`config.mk`:
```
export PLATFORM = sky130hd
export DESIGN_NAME = uk101_video_gen
export DESIGN_NICKNAME = d
export VERILOG_FILES = /design/src/rtl/uk101_video_pkg.sv /design/src/rtl/uk101_video_timing.sv /design/src/rtl/uk101_video_gen.sv
export SDC_FILE = /design/constraint.sdc
export NUM_CORES = 1
export LEC_CHECK = 0
export ABC_AREA = 1
export ABC_CLOCK_PERIOD_IN_PS = 1800
export BUFFER_PORTS_ARGS = -buffer_cell sky130_fd_sc_hd__buf_4
export CAP_MARGIN = 40
export CORE_ASPECT_RATIO = 1.5
export CORE_UTILIZATION = 38
export CTS_BUF_LIST = sky130_fd_sc_hd__clkbuf_16
export DETAILED_ROUTE_END_ITERATION = 8
export PLACE_DENSITY_LB_ADDON = 0.2
export SYNTH_ARGS = -nofsm -noshare
export SYNTH_HDL_FRONTEND = slang
export SYNTH_HIERARCHICAL = 1
export SYNTH_SLANG_ARGS = --single-unit
```
`constraint.sdc`:
```
create_clock -name clk -period 1.8 [get_ports clk]
set_input_delay 0.27 -clock clk [delete_from_list [all_inputs] [get_ports clk]]
set_output_delay 0.27 -clock clk [all_outputs]
set_load 0.05 [all_outputs]
```
`src/rtl/uk101_video_pkg.sv`:
```
// uk101_video_pkg: shared fetch states, default video timing and glyph geometry
package uk101_video_pkg;
  typedef enum logic [1:0] {IDLE, ADDR, ROM, LATCH} fetch_t;
  localparam int H_TOTAL_DEF    = 494;
  localparam int H_ACTIVE_DEF   = 384;
  localparam int HS_START_DEF   = 416;
  localparam int HS_LEN_DEF     = 36;
  localparam int V_TOTAL_DEF    = 312;
  localparam int V_ACTIVE_DEF   = 256;
  localparam int VS_START_DEF   = 280;
  localparam int VS_LEN_DEF     = 4;
  localparam int COL_OFFSET_DEF = 13;
  localparam int GLYPH_W        = 8;
  localparam int LINE_SHIFT     = 1;
  localparam int DELAY          = 8;
  localparam logic [3:0] OUT_IDLE = 4'b0011;
endpackage

```
`src/rtl/uk101_video_timing.sv`:
```
// uk101_video_timing: pixel/line counters, raw sync/blank decode and the pixel-alignment delay
module uk101_video_timing
  import uk101_video_pkg::*;
#(
  parameter int H_TOTAL  = H_TOTAL_DEF,
  parameter int H_ACTIVE = H_ACTIVE_DEF,
  parameter int HS_START = HS_START_DEF,
  parameter int HS_LEN   = HS_LEN_DEF,
  parameter int V_TOTAL  = V_TOTAL_DEF,
  parameter int V_ACTIVE = V_ACTIVE_DEF,
  parameter int VS_START = VS_START_DEF,
  parameter int VS_LEN   = VS_LEN_DEF
) (
  input  logic       clk,
  input  logic       n_reset,
  input  logic       ce_pix,
  output logic [8:0] h_cnt,
  output logic [3:0] row,
  output logic [2:0] glyph_line,
  output logic       hb_raw,
  output logic       vb_raw,
  output logic       hsync,
  output logic       vsync,
  output logic       hblank,
  output logic       vblank
);
  localparam logic [8:0] H_LAST = 9'(H_TOTAL - 1);
  localparam logic [8:0] V_LAST = 9'(V_TOTAL - 1);
  localparam logic [8:0] H_ACT  = 9'(H_ACTIVE);
  localparam logic [8:0] V_ACT  = 9'(V_ACTIVE);
  localparam logic [8:0] HS_S   = 9'(HS_START);
  localparam logic [8:0] HS_E   = 9'(HS_START + HS_LEN);
  localparam logic [8:0] VS_S   = 9'(VS_START);
  localparam logic [8:0] VS_E   = 9'(VS_START + VS_LEN);
  logic [8:0] v_cnt;
  logic hs_raw, vs_raw;
  logic [DELAY-1:0][3:0] dly;
  assign hs_raw = (h_cnt >= HS_S) && (h_cnt < HS_E);
  assign vs_raw = (v_cnt >= VS_S) && (v_cnt < VS_E);
  assign hb_raw = h_cnt >= H_ACT;
  assign vb_raw = v_cnt >= V_ACT;
  assign glyph_line = v_cnt[LINE_SHIFT +: 3];
  assign row = v_cnt[LINE_SHIFT + 3 +: 4];
  // Raster counters: pixel counter wraps into the line counter, both only on ce_pix
  always_ff @(posedge clk or negedge n_reset)
    if (!n_reset) begin
      h_cnt <= '0;
      v_cnt <= '0;
    end else if (ce_pix) begin
      h_cnt <= (h_cnt == H_LAST) ? '0 : h_cnt + 9'd1;
      if (h_cnt == H_LAST) v_cnt <= (v_cnt == V_LAST) ? '0 : v_cnt + 9'd1;
    end
  // Eight delay stages plus the output register match the fetch-and-shift latency of the pixel path
  always_ff @(posedge clk or negedge n_reset)
    if (!n_reset) begin
      dly <= {DELAY{OUT_IDLE}};
      {hsync, vsync, hblank, vblank} <= OUT_IDLE;
    end else if (ce_pix) begin
      dly <= {dly[DELAY-2:0], {hs_raw, vs_raw, hb_raw, vb_raw}};
      {hsync, vsync, hblank, vblank} <= dly[DELAY-1];
    end
endmodule

```
`src/rtl/uk101_video_gen.sv`:
```
// uk101_video_gen: 48x16 character display generator with glyph fetch and pixel serializer
module uk101_video_gen
  import uk101_video_pkg::*;
#(
  parameter int H_TOTAL    = H_TOTAL_DEF,
  parameter int H_ACTIVE   = H_ACTIVE_DEF,
  parameter int HS_START   = HS_START_DEF,
  parameter int HS_LEN     = HS_LEN_DEF,
  parameter int V_TOTAL    = V_TOTAL_DEF,
  parameter int V_ACTIVE   = V_ACTIVE_DEF,
  parameter int VS_START   = VS_START_DEF,
  parameter int VS_LEN     = VS_LEN_DEF,
  parameter int COL_OFFSET = COL_OFFSET_DEF
) (
  input  logic        clk,
  input  logic        n_reset,
  input  logic        ce_pix,
  output logic [9:0]  vram_addr,
  input  logic [7:0]  vram_data,
  output logic [10:0] charrom_addr,
  input  logic [7:0]  charrom_data,
  output logic        video,
  output logic        hsync,
  output logic        vsync,
  output logic        hblank,
  output logic        vblank
);
  localparam int GB = $clog2(GLYPH_W);
  localparam logic [5:0] COL_OFF = 6'(COL_OFFSET);
  logic [8:0] h_cnt;
  logic [3:0] row;
  logic [2:0] glyph_line;
  logic hb_raw, vb_raw, cell_start;
  fetch_t state;
  logic [7:0] hold, shift;
  assign cell_start = ce_pix && (h_cnt[GB-1:0] == '0);
  assign video = shift[7];
  uk101_video_timing #(
    .H_TOTAL(H_TOTAL), .H_ACTIVE(H_ACTIVE), .HS_START(HS_START), .HS_LEN(HS_LEN),
    .V_TOTAL(V_TOTAL), .V_ACTIVE(V_ACTIVE), .VS_START(VS_START), .VS_LEN(VS_LEN)
  ) u_timing (
    .clk(clk), .n_reset(n_reset), .ce_pix(ce_pix), .h_cnt(h_cnt), .row(row),
    .glyph_line(glyph_line), .hb_raw(hb_raw), .vb_raw(vb_raw),
    .hsync(hsync), .vsync(vsync), .hblank(hblank), .vblank(vblank)
  );
  // Fetch the next cell's glyph row in three clocks, well inside one pixel period
  always_ff @(posedge clk or negedge n_reset)
    if (!n_reset) begin
      state <= IDLE;
      vram_addr <= '0;
      charrom_addr <= '0;
      hold <= '0;
    end else
      case (state)
        IDLE: if (cell_start) state <= ADDR;
        ADDR: begin
          vram_addr <= {row, h_cnt[GB +: 6] + COL_OFF};
          state <= ROM;
        end
        ROM: begin
          charrom_addr <= {vram_data, glyph_line};
          state <= LATCH;
        end
        default: begin
          hold <= (hb_raw || vb_raw) ? '0 : charrom_data;
          state <= IDLE;
        end
      endcase
  // Load the previously fetched glyph at each cell boundary, otherwise shift out MSB first
  always_ff @(posedge clk or negedge n_reset)
    if (!n_reset) shift <= '0;
    else if (ce_pix) shift <= cell_start ? hold : {shift[6:0], 1'b0};
endmodule

```
# == Yosys cells after proc, flatten, opt, wreduce, memory -nomap -nowiden ==
# Cells that the tools add are included.
# word_totals
inputBits,19
regBits,93
out_inout_bits,26
# classes
reduce_logical,8
muxes,6
eq_ne,5
order_cmp,6
add_sub_neg,3
# ops
cell,count
$ge 9x9->1 const B,4
$add 9x1->9 const B,2
$eq 9x9->1 const B,2
$lt 9x9->1 const B,2
$mux 9,2
$mux 8,2
$add 6x4->6 const B,1
$pmux 2 s3,1
$logic_and 1x1->1,3
$logic_not 3->1,1
$reduce_or 3->1,1
$eq 2x1->1 const B,1
$eq 2x2->1 const B,1
$logic_not 2->1,1
$mux 2,1
$ne 2x2->1 const B,1
$reduce_and 2->1,1
$logic_or 1x1->1,1

# == Logic depth before layout (Yosys ltp) ==
# Gate-level depths: netlist of the first run.
# logic_depth
depth_word,4
depth_mapped,8

# == Cells and area by module ==
# Netlist of the first run, hierarchy kept.
# modules_own_cells
module,cells_each,area_per_inst_um2,instances
uk101_video_timing,317,2571.2,1
uk101_video_gen,182,1771.7,1

# == Worst setup path after synthesis of the first run ==
# No wires, ideal clock.
# synth_path
path_type,flip-flop to flip-flop
startpoint,register u_timing.h_cnt[1]
endpoint,register u_timing.v_cnt[7]
stages_incl_launch_ff,9
t_arrival_ps,1259
setup_slack_ps,423
path_buffers,1
required_time_ps,1683
setup_time_ps,117
synth_period_minus_slack_ps,1377
path_cell_list,dfrtp_1 > inv_1 > ha_1 > nand2_2 > nor2_4 > nand3_4 > buf_6 > nand2_1 > nand2_1
# synth_between
elab_chain_len,2
# synth_lines
element,line_no,rtl
"start, declared",uk101_video_timing.sv:17,"output logic [8:0] h_cnt,"
"start signal, assigned",uk101_video_timing.sv:50,h_cnt <= (h_cnt == H_LAST) ? '0 : h_cnt + 9'd1;
$eq 9x9->1,uk101_video_timing.sv:51,if (h_cnt == H_LAST) v_cnt <= (v_cnt == V_LAST) ? '0 : v_cnt + 9'd1;
$reduce_and 2->1 (no line),n/a,
"end signal, assigned",uk101_video_timing.sv:51,
"end, declared",uk101_video_timing.sv:35,logic [8:0] v_cnt;
# Every way passes these cells.
# A chain may end at the register's enable or synchronous reset.

# == Worst setup path in the final report of the first run ==
# layout_path
startpoint,register u_timing.h_cnt[1]
endpoint,register u_timing.h_cnt[5]
# layout_between
elab_chain_len,2
word_cells_on_any_way,3
classes_between,1 x add/sub; 1 x eq/ne; 1 x mux
# layout_lines
element,line_no
$add 9x1->9 / $eq 9x9->1 (equally long branches),uk101_video_timing.sv:50
$mux 9 (*),uk101_video_timing.sv:50
# Mark *: on every way between the ends. The rest lies on a longest branch, timed or not.

==> results.toml, run 1 <==
[clock_tree]
cts_num_sinks = 93
clk_latency_ns = 0.34
htree_depth = 3
cts_buffers = 9
clock_transition_time_at_the_flip_flop_clock_pins_of_the_worst_setup_and_hold_paths_ns = 0.07
cts_tree = "yes"
cts.path.max_buffers = 2
cts_root_buf = "clkbuf_16"

[layout]
fin_util_pct = 47.33
antennaDiodeCount = 0
mostFrequentLayoutCells = "nand2_1, dfrtp_1, buf_4, inv_1, nand3_1"
final-instance-count-excl-fill = 703
seq_area_um2 = 2350
multi_input_gate_area_um2 = 1674
fin_nets = 580
layout.cells.most_common = "nand2_1"
flow.area_growth_from_synthesis_pct = 20.48
layout-drive-gt1-share_pct = 23.20
fillerInstances = 1079

[sta]
finClkSkew_ns = 0.005994
fin_tns_setup_ns = 0
final.period_utilization_pct = 87.17
timing_hold_violations_final = 0
finalMaxSlewViolations = 0
timing.max_slew.rel_slack_pct = 62.26
max_clock_freq_ghz = 0.6373
min_period_ns = 1.569
timing.final.setup_violations = 0
unrepaired_setup_endpoints_after_global_routing = "no"
max_slew.worst_pin.slew_ns = 0.5653

[worst_setup_path]
endpoint_kind = "register"
critical_path_peak_fanout = 9
critPathSlowestCell = "dfrtp_1"
worst-path-buf-inv = 2
timing.setup.critical_path_class = "reg -> reg"
startpoint_type = "register"
critical_path.cell_chain = "inv_1 > ha_1 > nand2_2 > nor2_4 > nand3_4 > buf_4 > o21ai_0 > nor2_1"
reg2regPathDepth = 8
critical_path_arrival_ns = 1.79
worstPathRequired_ns = 2.02
path_delay_family = "flip-flops"
cpPeakStageDelay_ns = 0.47
reg2reg_from = "u_timing/h_cnt[1]"
r2r_setup_slack_ns = 0.23
timing.rr.end = "u_timing/h_cnt[5]"

[yosys]
synth_seq_cells = 93
postSynth.topFlopCell = "dfrtp_1"
yosys_warnings = 6
post_synth_fa_ha_maj_area_fraction_pct = 2.881
synth_cells = 499
synth-compound-area-share_pct = 3.861
synth_top_family_by_area = "simple AND/OR/NAND/NOR gates"
xor_and_xnor_area_share_after_synthesis_pct = 0.6050
syn_avg_cell_area_um2 = 8.703
yosysTopAreaCellShare_pct = 43.22
synth_seq_area_share_pct = 54.11
synth-edff-count = 0
synthSimpleGateAreaFrac_pct = 28.35
synth_async_sr_flop_share_pct = 100.0
post_synth_mux_area_share_pct = 2.852
synth_top_cell_by_area = "dfrtp_1"
yosys.cell_types.count = 34
post_synth_main_area_contributors = "dfrtp_1, nand2_1, dfstp_2"
area_of_the_mapped_netlist_um2 = 4343
synth.net_count = 528

[global_routing]
track_usage_pct = 16.09
first_global_vias = 3281
grt_max_degree = 42
antenna_violations_before_repair = 0
grt_overflow_total = 0
first_pass_grt_wire_length_um = 14850

[floorplanning]
floorplan.initialDensity_pct = 39.28
core.rowCount = 47
fp.dieH_um = 132.9
die_x_um = 89.29
design.portCount = 45
design.die.area_um2 = 11870
fp.coreArea_um2 = 11060

[power_and_ir_drop]
leakage_nw = 2.748
power.density_cell_area_nw_per_um2 = 1540
worst_vdd_rail_ir_drop_mv = 0.7832

[flow_run]
maxCapViolations = 0

[placement]
gp_routability_congestion = 0.7979
place.port_buffers = 44
placed_instances = 678
dpl.hpwl_um = 5950

[outcome]
run_status = "finished clean"

[detailed_routing]
drc_errors = 0
drt-initial-drc-count = 176
dr.pass1.iters = 4
via_count = 3261
viasPerCell = 4.639
routed_wirelength_um = 8581
drt.antenna.violating_nets = 0
post_drt_wl_per_cell_um = 12.21

[hold_path]
hold_path_class = "in -> reg"
holdPathEnd = "charrom_addr[6]"
whs_path_depth = 2
hold_path.startpoint = "vram_data[3]"
[final cells by class]
| class | instances | share of cell area (%) |
|---|---|---|
| Clock buffer | 9 | 4.304 |
| Clock inverter | 7 | 2.319 |
| Inverter | 48 | 3.539 |
| Multi-Input combinational cell | 337 | 31.99 |
| Sequential cell | 93 | 44.91 |
| Tap cell | 147 | 3.515 |
| Timing Repair Buffer | 62 | 9.421 |
[worst max-delay path by stage]
| stage | start | to | slack (ns) | cells past startpoint |
|---|---|---|---|---|
| finish | u_timing/h_cnt[1] | u_timing/h_cnt[5] | 0.23 | 8 |
| global route | u_timing/h_cnt[1] | u_timing/h_cnt[5] | 0.12 | 8 |
| CTS | u_timing/h_cnt[1] | u_timing/v_cnt[5] | 0.15 | 8 |
| detailed placement | u_timing/h_cnt[1] | u_timing/v_cnt[5] | 0.17 | 8 |
| global placement | u_timing/h_cnt[1] | u_timing/v_cnt[8] | 0.26 | 8 |
| floorplan | u_timing/h_cnt[1] | u_timing/v_cnt[7] | 0.42 | 8 |
[synthesized netlist by cell type (2+ instances only)]
cell	n
a21oi_1	3
buf_4	8
nor2_8	2
o21ai_2	4
nand3_1	35
mux2_2	11
ha_1	10
clkbuf_1	3
xor2_1	2
buf_2	8
dfstp_2	18
nor2_1	20
dfrtp_1	75
inv_1	41
nand4_1	5
nor2_2	2
a31oi_1	3
nand2_4	2
buf_6	2
o21ai_0	16
nor2_4	3
nand2_1	208
inv_2	5
nand2_2	2
nand3b_1	2
[worst register-to-register path, stage by stage, from the launching register on]
cell     delay, ns
dfrtp_1       0.47
inv_1         0.15
ha_1          0.17
nand2_2       0.07
nor2_4        0.13
nand3_4       0.16
buf_4         0.19
o21ai_0       0.07
nor2_1        0.06
[metrics by stage]
step / cell area (µm²) / total power, W / hold slack [ns] / setup WS [ns]
2_1_floorplan: 4343 / 0.005095 / -0.02559 / 0.4233
3_3_place_gp: 4803 / 0.005841 / 0.1929 / 0.2574
3_5_place_dp: 4803 / 0.005941 / 0.2001 / 0.1718
4_1_cts: 5160 / 0.008171 / 0.1482 / 0.1517
5_1_grt: 5233 / 0.008585 / 0.1501 / 0.1155
6_report: 5233 / 0.008061 / 0.1610 / 0.2310
[registers in the layout, indices dropped and copies added, names as in the netlist]
signal,cells
u_timing/h_cnt,9
vram_addr,10
u_timing/v_cnt,9
shift,8
u_timing/hsync,1
u_timing/dly,32
u_timing/vblank,1
hold,8
u_timing/hblank,1
u_timing/vsync,1
charrom_addr,11
state,2
[cells by family after synthesis]
| family | after synthesis |
|---|---|
| compound gates | 29 |
| flops | 93 |
| fa+ha+maj | 10 |
| mux | 11 |
| simple gates | 284 |
| xor+xnor | 3 |
| buf+inv | 69 |
[power by group]
group | total, W | switching (W) | internal [W] | leakage (nW)
Combinational | 0.00277 | 0.00180 | 0.000962 | 1.42
Clock | 0.00218 | 0.000816 | 0.00137 | 0.170
Sequential | 0.00311 | 0.000407 | 0.00270 | 1.15
[per-layer routing]
layer	share of wire [%]	track usage (%)	vias up	routed length [µm]
met5	0	0	-	0
met4	1.5	5.996	0	129
met3	2.2	3.182	11	186
met2	54	28.92	36	4649
met1	42	18.28	1566	3614
li1	-	-	1648	-
[what timing repair did]
action                                  4_1_cts  5_1_grt
endpoints found under the setup margin        0        3
resized for setup                             0        0
endpoints found under the hold margin        19        0
hold buffers                                  1        0
setup buffers                                 0        8
Note: power is estimated with default switching activity, not from simulation.
==> run 2, diff against run 1 <==
Settings changed: BUFFER_PORTS_ARGS -buffer_cell sky130_fd_sc_hd__buf_4 to -buffer_cell sky130_fd_sc_hd__buf_2, CAP_MARGIN 40 to unset, MAX_ROUTING_LAYER set to met4.
==> results.toml, run 2 (synthesized netlist as in run 1, its figures left out) <==
[placement]
place.port_buffers = 44
placed_instances = 679
dpl.hpwl_um = 6014
gp_routability_congestion = 0.7923

[clock_tree]
htree_depth = 3
clock_transition_time_at_the_flip_flop_clock_pins_of_the_worst_setup_and_hold_paths_ns = 0.07
cts_tree = "yes"
cts_resized = 0
cts_num_sinks = 93
clk_latency_ns = 0.34
cts.path.max_buffers = 2
cts_buffers = 9
cts_root_buf = "clkbuf_16"

[global_routing]
first_pass_grt_wire_length_um = 14630
first_global_vias = 3243
grt_overflow_total = 0
track_usage_pct = 16.37
antenna_violations_before_repair = 0
grt_max_degree = 38

[sta]
finalMaxSlewViolations = 0
fin_tns_setup_ns = 0
timing.final.setup_violations = 0
timing_hold_violations_final = 0
min_period_ns = 1.632
max_slew.worst_pin.slew_ns = 0.5698
timing.max_slew.rel_slack_pct = 61.96
final.period_utilization_pct = 90.66
max_clock_freq_ghz = 0.6128
finClkSkew_ns = 0.006569
unrepaired_setup_endpoints_after_global_routing = "no"

[floorplanning]
design.die.area_um2 = 11870
fp.coreArea_um2 = 11060
floorplan.initialDensity_pct = 39.28
design.portCount = 45
fp.dieH_um = 132.9
core.rowCount = 47
die_x_um = 89.29

[layout]
layout-drive-gt1-share_pct = 21.86
final-instance-count-excl-fill = 696
registers.top_by_ff_count = "u_timing/dly"
flow.area_growth_from_synthesis_pct = 15.41
mostFrequentLayoutCells = "nand2_1, dfrtp_1, buf_2, inv_1, nand3_1"
layout.cells.most_common = "nand2_1"
largest_register_ff_count = 32
top_regs = "u_timing/dly (32), charrom_addr (11), vram_addr (10)"
antennaDiodeCount = 0
fillerInstances = 1126
fin_nets = 573

[worst_setup_path]
timing.setup.critical_path_class = "reg -> reg"
critical_path_peak_fanout = 18
worstPathRequired_ns = 2.08
critical_path_arrival_ns = 1.91
endpoint_kind = "register"
startpoint_type = "register"

[detailed_routing]
drt-initial-drc-count = 167
dr.pass1.iters = 4
drt.antenna.violating_nets = 0
viasPerCell = 4.545
via_count = 3163
drc_errors = 0
routed_wirelength_um = 8472
post_drt_wl_per_cell_um = 12.17

[power_and_ir_drop]
worst_vdd_rail_ir_drop_mv = 0.8721
finalPower_w = 0.007556
leakage_nw = 2.658
power.density_cell_area_nw_per_um2 = 1508

[hold_path]
hold_path_class = "in -> reg"

[flow_run]
maxCapViolations = 0

[outcome]
run_status = "finished clean"
## run 2: cell count changes in the layout (fill, tap and decap cells not counted)
| cell | previous run | this run |
|---|---|---|
| buf_2 | 0 | 43 |
| clkinvlp_4 | 0 | 2 |
| clkbuf_16 | 9 | 10 |
| clkinv_1 | 1 | 3 |
| bufinv_16 | 3 | 0 |
| inv_6 | 3 | 1 |
| buf_4 | 59 | 9 |
## run 2: worst max-delay path, stage by stage (launching register included)
cell and delay [ns]:
dfrtp_1 0.46, inv_1 0.14, ha_1 0.17, nand2_2 0.07, nor2_4 0.13, nand3_4 0.23
nor2_4 0.22, nand2_1 0.08, nand2_1 0.06
## run 2: worst paths after layout
check	from	end	slack [ns]	depth (start not counted)
hold / removal	charrom_data[1]	hold[1]	0.16	3
hold reg to reg	u_timing/dly[13]	u_timing/dly[13]	0.46	2
setup / recovery	u_timing/h_cnt[1]	u_timing/v_cnt[5]	0.17	8
max in group asynchronous	n_reset	u_timing/dly[0]	0.82	3
min in group asynchronous	n_reset	shift[5]	0.41	2
setup reg to reg	u_timing/h_cnt[1]	u_timing/v_cnt[5]	0.17	8
## run 2: metal layers
metal  wire length, µm  vias up  share of wire [%]  track usage (%)
li1                  -     1639                  -                -
met2              4506       31                 53            27.61
met1              3651     1482                 43            18.82
met4               133        0                1.6            6.349
met5                 0        -                  0                -
met3               181       11                2.1            3.182
## run 2: where the power goes
group	leakage (nW)	internal (W)	switching [W]
logic	1.37	0.000861	0.00182
registers	1.15	0.00270	0.000378
clock network	0.135	0.00101	0.000788
total	2.66	0.00458	0.00298
## run 2: area by class of cell
class | instances | area [µm²] | area share (%)
clock buffers | 10 | 250.2 | 4.993
clock inverters | 6 | 36.28 | 0.7239
inverters | 48 | 185.2 | 3.694
multi-input cells | 337 | 1674 | 33.40
flip-flops and latches | 93 | 2350 | 46.88
well taps | 147 | 183.9 | 3.669
repair buffers | 55 | 332.8 | 6.640
## run 2: metrics by stage
step | util (%) | hold slack (ns) | cell area, µm² | setup WS [ns]
4_1_cts | 45.34 | 0.1507 | 5012 | 0.1765
3_3_place_gp | 42.66 | 0.2416 | 4716 | 0.2587
2_1_floorplan | - | -0.02559 | 4343 | 0.4233
3_5_place_dp | 42.66 | 0.2435 | 4716 | 0.1914
6_report | 45.34 | 0.1601 | 5012 | 0.1681
5_1_grt | 45.34 | 0.1567 | 5012 | 0.03730
## run 2: what timing repair did
item,4_1_cts,5_1_grt
hold buffers,1,0
buffers inserted,0,0
endpoints found under the hold margin,19,0
==> run 3, diff against run 2 <==
Settings changed: ABC_CLOCK_PERIOD_IN_PS 1800 to 2100.
Clock period 1.8 ns to 2.1 ns, I/O delays scaled along.
==> results.toml, run 3 (synthesized netlist as in run 1, its figures left out) <==
[outcome]
run_status = "finished clean"

[global_routing]
first_pass_grt_wire_length_um = 14110
first_global_vias = 3132
grt_max_degree = 38
grt_overflow_total = 0
antenna_violations_before_repair = 0
track_usage_pct = 15.84

[detailed_routing]
drt.antenna.violating_nets = 0
met2RoutedLength_um = 4399
top_layer = "met4"
viasPerCell = 4.608
routed_wirelength_um = 8190
via_count = 3189
wl_met3_um = 176
dr.pass1.iters = 4
drt-initial-drc-count = 193
met1_wire_length_um = 3481
drc_errors = 0
post_drt_wl_per_cell_um = 11.84

[placement]
place_worst_setup_slack_ns = 0.4993
dpl.hpwl_um = 5725
place.port_buffers = 44
gp_routability_congestion = 0.8189

[worst_setup_path]
critical_path_arrival_ns = 1.90
endpoint_kind = "register"
critical_path_peak_fanout = 18
startpoint_type = "register"
r2r_setup_slack_ns = 0.48
timing.setup.critical_path_class = "reg -> reg"
critical_path.cell_chain = "inv_1 > ha_1 > nand2_2 > nor2_4 > nand3_4 > nor2_4 > nand2_1 > nand2_1"
cpPeakStageDelay_ns = 0.46
critPathSlowestCell = "dfrtp_1"
worstPathRequired_ns = 2.38
worst-path-buf-inv = 1
path_delay_family = "simple AND/OR/NAND/NOR gates"

[hold_path]
hold_path_class = "in -> reg"

[clock_tree]
cts_tree = "yes"
htree_depth = 3
clk_latency_ns = 0.34
cts_num_sinks = 93
cts_buffers = 9
clock_transition_time_at_the_flip_flop_clock_pins_of_the_worst_setup_and_hold_paths_ns = 0.07
cts_root_buf = "clkbuf_16"
cts_resized = 0
cts.path.max_buffers = 2
postCtsSetupRepairBufs = 0

[layout]
fillerInstances = 1145
fin_nets = 569
largest_register_ff_count = 32
top_regs = "u_timing/dly (32), charrom_addr (11), vram_addr (10)"
layout.cells.most_common = "nand2_1"
antennaDiodeCount = 0
flow.area_growth_from_synthesis_pct = 15.27
layout-drive-gt1-share_pct = 21.65
registers.top_by_ff_count = "u_timing/dly"
mostFrequentLayoutCells = "nand2_1, dfrtp_1, buf_2, inv_1, nand3_1"

[floorplanning]
fp.dieH_um = 132.9
fp.coreArea_um2 = 11060
design.die.area_um2 = 11870
design.portCount = 45
die_x_um = 89.29
floorplan.initialDensity_pct = 39.28
core.rowCount = 47

[sta]
finClkSkew_ns = 0.007810
finalMaxSlewViolations = 0
unrepaired_setup_endpoints_after_global_routing = "no"
final.period_utilization_pct = 77.16
max_slew.worst_pin.slew_ns = 0.5997
min_period_ns = 1.620
minimum_setup_slack_in_the_final_design_ns = 0.4797
timing_hold_violations_final = 0
timing.max_slew.rel_slack_pct = 59.96
fin_tns_setup_ns = 0
max_clock_freq_ghz = 0.6172
timing.final.setup_violations = 0

[power_and_ir_drop]
leakage_nw = 2.652
power.density_cell_area_nw_per_um2 = 1320
worst_vdd_rail_ir_drop_mv = 0.7527

[flow_run]
maxCapViolations = 0
-- run 3: changes by cell type in the layout (fill, tap and decap cells not counted) --
cell,change
clkinv_1,-2
buf_4,-3
bufinv_16,+2
clkbuf_16,-1
inv_6,+2
clkinv_4,-1
buf_12,-1
-- run 3: metrics by stage --
step / utilization, % / power, W / instance area, µm² / hold WS [ns] / std cells
4_1_cts: 45.28 / 0.006707 / 5006 / 0.1851 / 692
3_3_place_gp: 42.27 / 0.004856 / 4673 / 0.2830 / 675
6_report: 45.28 / 0.006609 / 5006 / 0.2006 / 692
2_1_floorplan: - / 0.004367 / 4343 / 0.01941 / 499
5_1_grt: 45.28 / 0.007054 / 5006 / 0.1978 / 692
3_5_place_dp: 42.27 / 0.004915 / 4673 / 0.2829 / 675
-- run 3: worst paths after layout --
path,endpoint,startpoint,cells after the start
max,u_timing/v_cnt[4],u_timing/h_cnt[1],8
min,charrom_addr[4],vram_data[1],2
max reg2reg,u_timing/v_cnt[4],u_timing/h_cnt[1],8
min reg2reg,u_timing/vblank,u_timing/vblank,2
max in group asynchronous,u_timing/dly[8],n_reset,3
min in group asynchronous,hold[7],n_reset,2
-- run 3: report_power, final --
group          leakage (nW)  internal, W  switching, W
Sequential             1.15      0.00232      0.000351
Clock                 0.152      0.00105      0.000705
Combinational          1.35     0.000686       0.00150
-- run 3: repair_timing --
action	in CTS	in global routing
hold endpoints to repair	27	0
hold buffers	1	0
setup endpoints to repair	0	0
-- run 3: final cells by class --
cell class | count | area, µm² | area share (%)
sequential | 93 | 2350 | 46.94
tap | 147 | 183.9 | 3.674
multi-input combinational | 337 | 1674 | 33.44
clock buffer | 9 | 225.2 | 4.499
timing repair buffer | 51 | 290.3 | 5.799
clock inverter | 7 | 97.59 | 1.950
inverter | 48 | 185.2 | 3.699
-- run 3: metal layers --
metal,GRT usage (%),vias up
li1,-,1624
met1,18.27,1530
met2,26.25,28
met3,3.369,7
met4,6.526,0
met5,-,-
